===== src/rtl/nl2_dbank_cmd_arb.sv =====
// NL2 data bank command arbiter: merges AXI AR/AW onto the single bank command port,
// one command per beat, read/write round-robin at burst granularity.
module nl2_dbank_cmd_arb #(
  parameter int CMD_ID_SIZE   = 1,
  parameter int WR_ID_SIZE    = 1,
  parameter int CMD_ADDR_SIZE = 32,
  parameter int LEN_SIZE      = 4,
  parameter int BEAT_LOG2     = 4,
  localparam int ID_W = (CMD_ID_SIZE > WR_ID_SIZE) ? CMD_ID_SIZE : WR_ID_SIZE
) (
  input  logic                     axi_clk,
  input  logic                     rst_a,
  input  logic                     axi_arvalid,
  output logic                     axi_arready,
  input  logic [CMD_ID_SIZE-1:0]   axi_arid,
  input  logic [CMD_ADDR_SIZE-1:0] axi_araddr,
  input  logic [LEN_SIZE-1:0]      axi_arlen,
  input  logic                     axi_arlock,
  input  logic                     axi_awvalid,
  output logic                     axi_awready,
  input  logic [WR_ID_SIZE-1:0]    axi_awid,
  input  logic [CMD_ADDR_SIZE-1:0] axi_awaddr,
  input  logic [LEN_SIZE-1:0]      axi_awlen,
  input  logic                     axi_awlock,
  input  logic [1:0]               excl_err,
  output logic                     cmd_valid,
  input  logic                     cmd_accept,
  output logic                     cmd_read,
  output logic [CMD_ADDR_SIZE-1:0] cmd_addr,
  output logic [ID_W-1:0]          cmd_id,
  output logic                     cmd_excl,
  output logic                     cmd_excl_fail,
  output logic                     cmd_last
);

  localparam logic [1:0]  S_IDLE   = 2'd0;
  localparam logic [1:0]  S_RD     = 2'd1;
  localparam logic [1:0]  S_WR     = 2'd2;
  localparam logic [11:0] ADDR_INC = 12'(1 << BEAT_LOG2);

  logic [1:0]               state_q, state_d;
  logic                     last_wr_q, last_wr_d;
  logic [LEN_SIZE-1:0]      cnt_q, cnt_d;
  logic [CMD_ADDR_SIZE-1:0] addr_q, addr_d;
  logic [ID_W-1:0]          id_q, id_d;
  logic                     read_q, read_d;
  logic                     excl_q, excl_d;
  logic                     fail_q, fail_d;
  logic                     grant_rd, grant_wr;

  // Only the fail bit of the monitor verdict matters here.
  logic unused_excl_err;
  assign unused_excl_err = excl_err[0];

  assign grant_rd = axi_arvalid & (~axi_awvalid | last_wr_q);
  assign grant_wr = axi_awvalid & (~axi_arvalid | ~last_wr_q);

  always_comb begin
    state_d     = state_q;
    last_wr_d   = last_wr_q;
    cnt_d       = cnt_q;
    addr_d      = addr_q;
    id_d        = id_q;
    read_d      = read_q;
    excl_d      = excl_q;
    fail_d      = fail_q;
    axi_arready = 1'b0;
    axi_awready = 1'b0;
    case (state_q)
      S_IDLE: begin
        axi_arready = grant_rd;
        axi_awready = grant_wr;
        if (grant_rd) begin
          state_d                = S_RD;
          last_wr_d              = 1'b0;
          cnt_d                  = axi_arlen;
          addr_d                 = axi_araddr;
          id_d                   = '0;
          id_d[CMD_ID_SIZE-1:0]  = axi_arid;
          read_d                 = 1'b1;
          excl_d                 = axi_arlock;
          fail_d                 = 1'b0;
        end else if (grant_wr) begin
          state_d                = S_WR;
          last_wr_d              = 1'b1;
          cnt_d                  = axi_awlen;
          addr_d                 = axi_awaddr;
          id_d                   = '0;
          id_d[WR_ID_SIZE-1:0]   = axi_awid;
          read_d                 = 1'b0;
          excl_d                 = axi_awlock;
          fail_d                 = axi_awlock & excl_err[1];
        end
      end
      S_RD, S_WR: begin
        if (cmd_accept) begin
          if (cnt_q == '0) begin
            state_d = S_IDLE;
          end else begin
            cnt_d        = cnt_q - LEN_SIZE'(1);
            // Increment wraps inside the 4 KB page; upper bits never change.
            addr_d[11:0] = addr_q[11:0] + ADDR_INC;
          end
        end
      end
      default: state_d = S_IDLE;
    endcase
  end

  always_ff @(posedge axi_clk or posedge rst_a) begin
    if (rst_a) begin
      state_q   <= S_IDLE;
      last_wr_q <= 1'b1;
      cnt_q     <= '0;
      addr_q    <= '0;
      id_q      <= '0;
      read_q    <= 1'b0;
      excl_q    <= 1'b0;
      fail_q    <= 1'b0;
    end else begin
      state_q   <= state_d;
      last_wr_q <= last_wr_d;
      cnt_q     <= cnt_d;
      addr_q    <= addr_d;
      id_q      <= id_d;
      read_q    <= read_d;
      excl_q    <= excl_d;
      fail_q    <= fail_d;
    end
  end

  assign cmd_valid     = (state_q != S_IDLE);
  assign cmd_read      = read_q;
  assign cmd_addr      = addr_q;
  assign cmd_id        = id_q;
  assign cmd_excl      = excl_q;
  assign cmd_excl_fail = fail_q;
  assign cmd_last      = cmd_valid & (cnt_q == '0);

endmodule


===== config.mk =====
export PLATFORM = sky130hd
export DESIGN_NAME = nl2_dbank_cmd_arb
export DESIGN_NICKNAME = d
export VERILOG_FILES = /design/src/rtl/nl2_dbank_cmd_arb.sv
export SDC_FILE = /design/constraint.sdc
export NUM_CORES = 1
export LEC_CHECK = 0
export BUFFER_PORTS_ARGS = -buffer_cell sky130_fd_sc_hd__buf_2
export CAP_MARGIN = 15
export CORE_AREA = 2 2 76 78
export DETAILED_ROUTE_END_ITERATION = 10
export DIE_AREA = 0 0 78 80
export PLACE_DENSITY = 0.78
export SETUP_SLACK_MARGIN = 0.3
export SLEW_MARGIN = 30
export SYNTH_ARGS = -nofsm -noshare
export SYNTH_HDL_FRONTEND = slang
export SYNTH_SLANG_ARGS = --single-unit

===== constraint.sdc =====
create_clock -name axi_clk -period 2.1 [get_ports axi_clk]
set_clock_uncertainty 0.15 [all_clocks]
set_input_delay 0.42 -clock axi_clk [delete_from_list [all_inputs] [get_ports axi_clk]]
set_output_delay 0.42 -clock axi_clk [all_outputs]
set_load 0.05 [all_outputs]

Yosys cells after proc, flatten, opt, wreduce, memory -nomap -nowiden
Cells that the tools add are included.

Add/sub/neg operators: 2. Bitwise gates (word level): 9. Equal/unequal tests: 6. Mux-type cells: 27. Reductions and logical operators: 9.

Operators with widths (number): two-way mux 32 bit (2); two-way mux 12 bit (2); one-hot mux 12 bit (2 select lines) (1); two-way mux 4 bit (4); adder 12 x 5 -> 12 bit, second input constant (1); two-way mux 1 bit (12); two-way mux 2 bit (4); one-hot mux 4 bit (2 select lines) (1); != test 2 bit, second input constant (3); nonzero test 2 bit (3); AND 1 bit (4); logical NOT 4 bit (1); one-hot mux 2 bit (2 select lines) (1); AND reduction 4 bit (1); subtractor 4 x 1 -> 4 bit, second input constant (1); != test 3 bit, second input constant (1); NOT 1 bit (3); AND reduction 3 bit (1); == test 2 x 1 -> 1 bit, second input constant (1); == test 2 bit, second input constant (1); logical NOT 2 bit (1); OR 1 bit (2); AND reduction 2 bit (1); OR reduction 2 bit (1).

Output and inout bits: 40. Logic and storage cells: 62. Flip-flop bits (word level): 43.

Longest topological paths before layout
Gate-level depths: netlist of run 1.

Word-level depth: 6. Gate-level depth with buffers: 8. Depth with buffers taken out: 7.

Least setup slack after synthesis of run 1
No wires, ideal clock.

Path kind: reg-to-output. Start point: register last_wr_q. End point: output axi_arready. Arrival time: 1.555 ns. Cell stages (with the launch flop): 5. Slack: -0.025 ns. Data required time: 1.530 ns. Path buffers: 1. Path through: dfstp_2 nand2b_2 nand3_1 inv_1 buf_1.

Word-level cells in the longest chain between the ends: 3.

RTL lines: from (decl) (line 42) `logic last_wr_q, last_wr_d;`; from (signal assigned) (line 122) `last_wr_q <= last_wr_d;`; OR 1 bit (line 55) `assign grant_rd = axi_arvalid & (~axi_awvalid | last_wr_q);`; AND 1 bit (line 55); two-way mux 1 bit (line 69) `case (state_q)`; to (decl) (line 14) `output logic axi_arready,`.

Every way passes these cells.

Worst setup path after layout of run 1
Start point: register cnt_q[0]. End point: output cmd_last.

Word-level cells in the longest chain between the ends: 2.

RTL lines: from (decl) (line 43) `logic [LEN_SIZE-1:0] cnt_q, cnt_d;`; from (signal assigned) (line 123) `cnt_q <= cnt_d;`; logical NOT 4 bit (line 138) `assign cmd_last = cmd_valid & (cnt_q == '0);`; AND 1 bit (line 138); to (decl) (line 33) `output logic cmd_last`.

Every way passes these cells.

==> flow_summary.json, run 1 <==
{
  "clockBufferDepth": 2,
  "first_iter_violations": 275,
  "dr_total_vias": 2508,
  "start_util": 0.437,
  "cp.arrival_ns": 1.45,
  "top_layer_used": "met4",
  "htreeDepth": 2,
  "synth_edf_count": 0,
  "rrSetupSlack_ns": 0.09,
  "cp_max_fo": 2,
  "synthArstFlopShare": 1.00,
  "worst_pin_slew_ns": 0.554,
  "rsz0062_at_grt": "yes",
  "final_cell_mix": "117 x buf_2, 42 x dfrtp_1, 27 x buf_4, 24 x nand2_1, 16 x o21ai_0",
  "max-cap-violations": 0,
  "finalSetupViolations": 0,
  "vdd_drop_max_mv": 0.939,
  "period_minus_slack_ns": 2.02,
  "antenna_found_initial": 0,
  "crit_end": "cmd_last",
  "grt-ovfl-total": 0,
  "slew_violations": 0,
  "ys_ff_latch": 43,
  "crit_path_end_kind": "output pin",
  "netlist_instances": 241,
  "final_common_cell": "buf_2",
  "setup.worst_path.start_class": "register",
  "p_total_w": 0.00700,
  "ant_nets": 0,
  "critical_path_class": "reg -> out",
  "outcome": "finished clean",
  "synth_seq_area_share": 0.456,
  "yosys_warnings": 0,
  "io_buffers": 121,
  "die_w_um": 78,
  "worstReg2RegEnd": "cnt_q[0]",
  "drt-total-wl_mm": 7.23,
  "powerDensity_mw_per_mm2": 1930,
  "cp_data_required_time_ns": 1.53,
  "fp.coreArea_mm2": 0.00541,
  "hpwlAfterDp_mm": 4.65,
  "die_area_mm2": 0.00624,
  "syn-num-nets": 328,
  "fin_tns_setup_ns": 0,
  "netlist_area_mm2": 0.00236,
  "fin_crit_sh": 0.962,
  "track_usage": 0.223,
  "clock-root-buffer": "clkbuf_8",
  "grt_max_degree": 44,
  "grt_pass1_wl_mm": 11.1,
  "path_clk_slew_ns": 0.08,
  "layout-drive-gt1-share": 0.509,
  "met2_length_mm": 3.56,
  "drcViolationCount": 0,
  "hold_viol_final": 0,
  "firstDrtPassIters": 7,
  "cp-startpoint": "cnt_q[0]",
  "avgSynthCellArea_um2": 9.80,
  "synthFlopType": "dfrtp_1",
  "cts_tree": "done",
  "max_slew_margin": 0.630,
  "leakage_nw": 1.88,
  "syn2layout_area_growth_pct": 53.8,
  "grt_pass1_vias": 2332,
  "dp_cells": 430,
  "gp_congestion": 0.797,
  "yosysUniqueCellTypes": 51,
  "r2r-start": "state_q[0]",
  "ioPinCount": 123,
  "met1_length_mm": 2.99,
  "ff2ff_path_depth": 7,
  "hold_path.class": "in -> async",
  "rows": 27,
  "antennaDiodeCount": 0,
  "dr_wl_met3_um": 636,
  "post_drt_wl_per_cell_um": 15.6,
  "finalNonFillerCells": 463,
  "die_y_um": 80,
  "cts.sinks": 43,
  "viasPerCell": 5.42,
  "fmaxAchievable_mhz": 495,
  "nNetsFinal": 477,
  "cts_buffers": 5,
  "clock_latency_ns": 0.29
}
==> synth_stat cells (2+ instances only) <==
cell type  number  area [um^2]
a2bb2oi_1       2         17.5
buf_6           2         22.5
nand2_1        25         93.8
nor2b_1         3         18.8
a211oi_1        4         30.0
and3_1         12         75.1
nor3_1          4         20.0
a2111oi_0       2         17.5
nand4b_1        2         17.5
mux2i_1        14          140
a222oi_1       14          140
a21oi_1         3         15.0
and2_1          2         12.5
nand3b_1        4         30.0
o21ai_0        18         90.1
clkbuf_1        7         26.3
dfrtp_1        42         1050
nand3_1         5         25.0
a21boi_0        4         30.0
inv_1          22         82.6
ha_1            4         50.1
nand2b_2        2         17.5
buf_2           5         25.0
nor2_1          6         22.5
o31ai_1         7         52.6
==> power by group <==
part | switching [W] | internal (W)
clock | 0.000289 | 0.000355
combinational | 0.00295 | 0.00181
sequential | 0.000338 | 0.00126
==> area by class of cell <==
cell class | instances | area (um^2)
fillers | 435 | 1770
clock inverters | 2 | 37.5
well taps | 72 | 90.1
multi-input cells | 160 | 1290
repair buffers | 157 | 972
inverters | 23 | 92.6
clock buffers | 6 | 72.6
flip-flops and latches | 43 | 1080
==> kinds of logic after synthesis <==
logic type      Yosys count  synth area share
simple gates             72             0.163
compound gates           67             0.219
flops                    43             0.456
buf+inv                  39            0.0726
mux                      15            0.0641
fa+ha+maj                 4            0.0212
xor+xnor                  1           0.00371
==> flip-flops by register name (all words and copies together) (netlist names) <==
register	flops
cmd_excl	1
cmd_read	1
cnt_q	4
last_wr_q	1
cmd_excl_fail	1
cmd_addr	32
cmd_id	1
state_q	2
==> layer usage <==
layer | up-vias | global-route usage
li1 | 1190 | -
met1 | 1179 | 0.279
met2 | 131 | 0.389
met3 | 8 | 0.0600
met4 | 0 | 0.0456
met5 | - | 0
==> worst max-delay path, stage by stage, from the launching register on <==
cell     delay [ns]
dfrtp_1        0.41
inv_2          0.10
ha_4           0.14
nor3b_4        0.19
and2_4         0.18
buf_8          0.14
==> worst min path at each step <==
stage	from	endpoint	slack (ns)	depth (start not counted)
6_report	rst_a	cmd_excl	0.10	3
5_1_grt	rst_a	cmd_excl_fail	0.15	3
4_1_cts	rst_a	cmd_excl_fail	0.12	3
3_5_place_dp	last_wr_q	last_wr_q	0.31	2
3_3_place_gp	last_wr_q	last_wr_q	0.30	2
2_1_floorplan	last_wr_q	last_wr_q	0.29	2
==> stage by stage <==
step           cell area (um^2)   util  hold WS [ns]  setup slack [ns]
2_1_floorplan              2410      -         0.285             0.307
3_3_place_gp               3100  0.573         0.295             0.139
3_5_place_dp               3100  0.573         0.308             0.102
4_1_cts                    3470  0.642         0.117             0.127
5_1_grt                    3630  0.672         0.146            0.0205
6_report                   3630  0.672         0.104            0.0805
==> repair_timing <==
item / 4_1_cts / 5_1_grt
cloned: 1 / 1
setup buffers: 13 / 10
hold buffers: 0 / 0
setup endpoints to repair: 29 / 34
pin swaps: 4 / 5
gates resized for setup: 40 / 15
No activity file was read; power rests on OpenSTA's default activity.
==> inputs of run 2 (changes only) <==
- ABC_AREA: unset -> 1
- CORE_AREA: 2 2 76 78 -> 2 2 81 83
- DIE_AREA: 0 0 78 80 -> 0 0 83 85
- GPL_ROUTABILITY_DRIVEN: unset -> 0
- PLACE_DENSITY: 0.78 -> 0.74
- clock period: 2.1 -> 1.7 ns (I/O delays scaled with it)
==> flow_summary.json, run 2 <==
{
  "yosys.area.top_type_share": 0.430,
  "die_w_um": 83,
  "cp_data_required_time_ns": 1.21,
  "first_iter_violations": 79,
  "crit_path_end_kind": "output pin",
  "yosys-top-cells-area": "dfrtp_1 43%, nand2_1 23%, inv_1 5.8%",
  "viasPerCell": 4.88,
  "hold_viol_final": 0,
  "cp.arrival_ns": 1.29,
  "layout_setup_ws_ns": -0.0844,
  "cp-startpoint": "state_q[1]",
  "cts_tree": "done",
  "cp_max_fo": 5,
  "max_slew_margin": 0.766,
  "filler_cell_count": 495,
  "synthFlopType": "dfrtp_1",
  "netlist_instances": 344,
  "r2r-start": "state_q[1]",
  "clockBufferDepth": 2,
  "rrSetupSlack_ns": 0.03,
  "largest_reg_flops": 32,
  "powerDensity_mw_per_mm2": 2420,
  "synth_seq_area_share": 0.440,
  "intPower_w": 0.00509,
  "firstDrtPassIters": 4,
  "dp_cells": 544,
  "final_common_cell": "nand2_1",
  "cts_buffers": 5,
  "clock_latency_ns": 0.29,
  "grt-ovfl-total": 0,
  "post_drt_wl_per_cell_um": 13.7,
  "setup.worst_path.start_class": "register",
  "yosysUniqueCellTypes": 26,
  "final-seq-area_mm2": 0.00108,
  "dr_total_vias": 2838,
  "ff2ff_path_depth": 10,
  "io_buffers": 121,
  "avgSynthCellArea_um2": 7.11,
  "period_minus_slack_ns": 1.78,
  "clockPowerShare": 0.092,
  "ys_ff_latch": 43,
  "p_comb_frac": 0.708,
  "yosys_warnings": 0,
  "synthTopCellsByCount": "147 x nand2_1, 42 x dfrtp_1, 38 x inv_1",
  "synth.most_common_cell": "nand2_1",
  "drt-total-wl_mm": 7.95,
  "fp.coreArea_mm2": 0.00620,
  "grt_pass1_vias": 2731,
  "grt_pass1_wl_mm": 12.2,
  "hpwlAfterDp_mm": 4.98,
  "rows": 29,
  "syn-num-nets": 431,
  "worst_pin_slew_ns": 0.350,
  "rsz0062_at_grt": "yes",
  "layout-drive-gt1-share": 0.518,
  "worstReg2RegEnd": "cmd_addr[9]",
  "crit_end": "axi_awready",
  "slew_violations": 0,
  "die_area_mm2": 0.00706,
  "nNetsFinal": 590,
  "start_util": 0.394,
  "vdd_drop_max_mv": 1.66,
  "hold_path.class": "in -> reg",
  "synthArstFlopShare": 1.00,
  "antennaDiodeCount": 0,
  "ant_nets": 0,
  "violations": "negative setup slack",
  "grt_max_degree": 32,
  "fmaxAchievable_mhz": 560,
  "syn2layout_area_growth_pct": 74.7,
  "die_y_um": 85,
  "ioPinCount": 123,
  "drcViolationCount": 0,
  "path_clk_slew_ns": 0.09,
  "p_switching_w": 0.00524,
  "switching_share": 0.507,
  "finalSetupViolations": 4,
  "antenna_found_initial": 0,
  "synth_edf_count": 0,
  "seq_power_share": 0.200,
  "synth_top_area_cell": "dfrtp_1",
  "fin_crit_sh": 1.05,
  "outcome": "finished, violations left",
  "netlist_area_mm2": 0.00245,
  "finalNonFillerCells": 581,
  "max-cap-violations": 0,
  "fin_tns_setup_ns": -0.273,
  "clock-root-buffer": "clkbuf_8",
  "multi_input_area_mm2": 0.00149,
  "track_usage": 0.209,
  "cts.sinks": 43,
  "critical_path_class": "reg -> out",
  "leakage_nw": 2.26,
  "htreeDepth": 2,
  "final_cell_mix": "108 x nand2_1, 81 x buf_2, 38 x buf_4, 37 x dfrtp_1, 34 x buf_6"
}
-- run 2: how the worst min path moves through the flow --
stage                    from      endpoint  slack (ns)  depth (start not counted)
3_5_place_dp            rst_a  cmd_addr[23]        0.18                          2
6_report       axi_araddr[24]  cmd_addr[24]        0.10                          3
4_1_cts        axi_araddr[27]  cmd_addr[27]        0.09                          3
5_1_grt        axi_araddr[24]  cmd_addr[24]        0.10                          3
2_1_floorplan           rst_a   cmd_addr[0]        0.19                          1
3_3_place_gp            rst_a   cmd_addr[1]        0.18                          2
-- run 2: cell type report --
class	instances	area share
clock inverters	2	0.0141
well taps	77	0.0225
inverters	45	0.0507
repair buffers	164	0.293
clock buffers	6	0.0170
multi-input cells	244	0.349
flip-flops and latches	43	0.254
-- run 2: cell families after synthesis --
logic type | share of synthesized area
buffers and inverters | 0.0967
and+or+nand+nor | 0.319
AOI/OAI and AO/OA | 0.117
DFF | 0.440
xor gates and xnor gates | 0.00716
adders and majority gates | 0.0205
-- run 2: metal layers --
layer | vias to the layer above | global-route usage | share of wire
li1 | 1405 | - | -
met1 | 1318 | 0.248 | 0.41
met2 | 105 | 0.377 | 0.53
met3 | 10 | 0.0496 | 0.056
met4 | 0 | 0.0626 | 0.011
met5 | - | 0 | 0
-- run 2: power by group through the flow --
stage	Clock [W]	Sequential [W]	Combinational [W]
4_1_cts	0.000969	0.00195	0.00643
3_3_place_gp	0	0.00191	0.00486
5_1_grt	0.00100	0.00211	0.00780
6_report	0.000952	0.00206	0.00731
2_1_floorplan	0	0.00334	0.00242
3_5_place_dp	0	0.00193	0.00497
-- run 2: per-stage QoR --
| step | power (W) | hold WS (ns) | worst slack (ns) | area [um^2] | utilization |
|---|---|---|---|---|---|
| 2_1_floorplan | 0.00576 | 0.187 | 0.0393 | 2530 | - |
| 3_3_place_gp | 0.00677 | 0.176 | 0.0504 | 3250 | 0.524 |
| 3_5_place_dp | 0.00691 | 0.181 | -0.0166 | 3250 | 0.524 |
| 4_1_cts | 0.00935 | 0.0935 | -0.110 | 3910 | 0.631 |
| 5_1_grt | 0.0109 | 0.102 | -0.134 | 4270 | 0.689 |
| 6_report | 0.0103 | 0.102 | -0.0844 | 4270 | 0.689 |
-- run 2: repair_timing --
item	4_1_cts	5_1_grt
cloned	1	0
endpoints found under the hold margin	12	0
pin swaps	27	22
resized for setup	130	67
hold buffers	1	0
setup endpoints to repair	80	66
buffers inserted	17	10
-- run 2: worst max-delay path: stages (launching register included) --
cell and delay, ns:
dfrtp_1 0.40, inv_2 0.08, ha_4 0.21, nand3_4 0.11
inv_4 0.07, buf_8 0.14
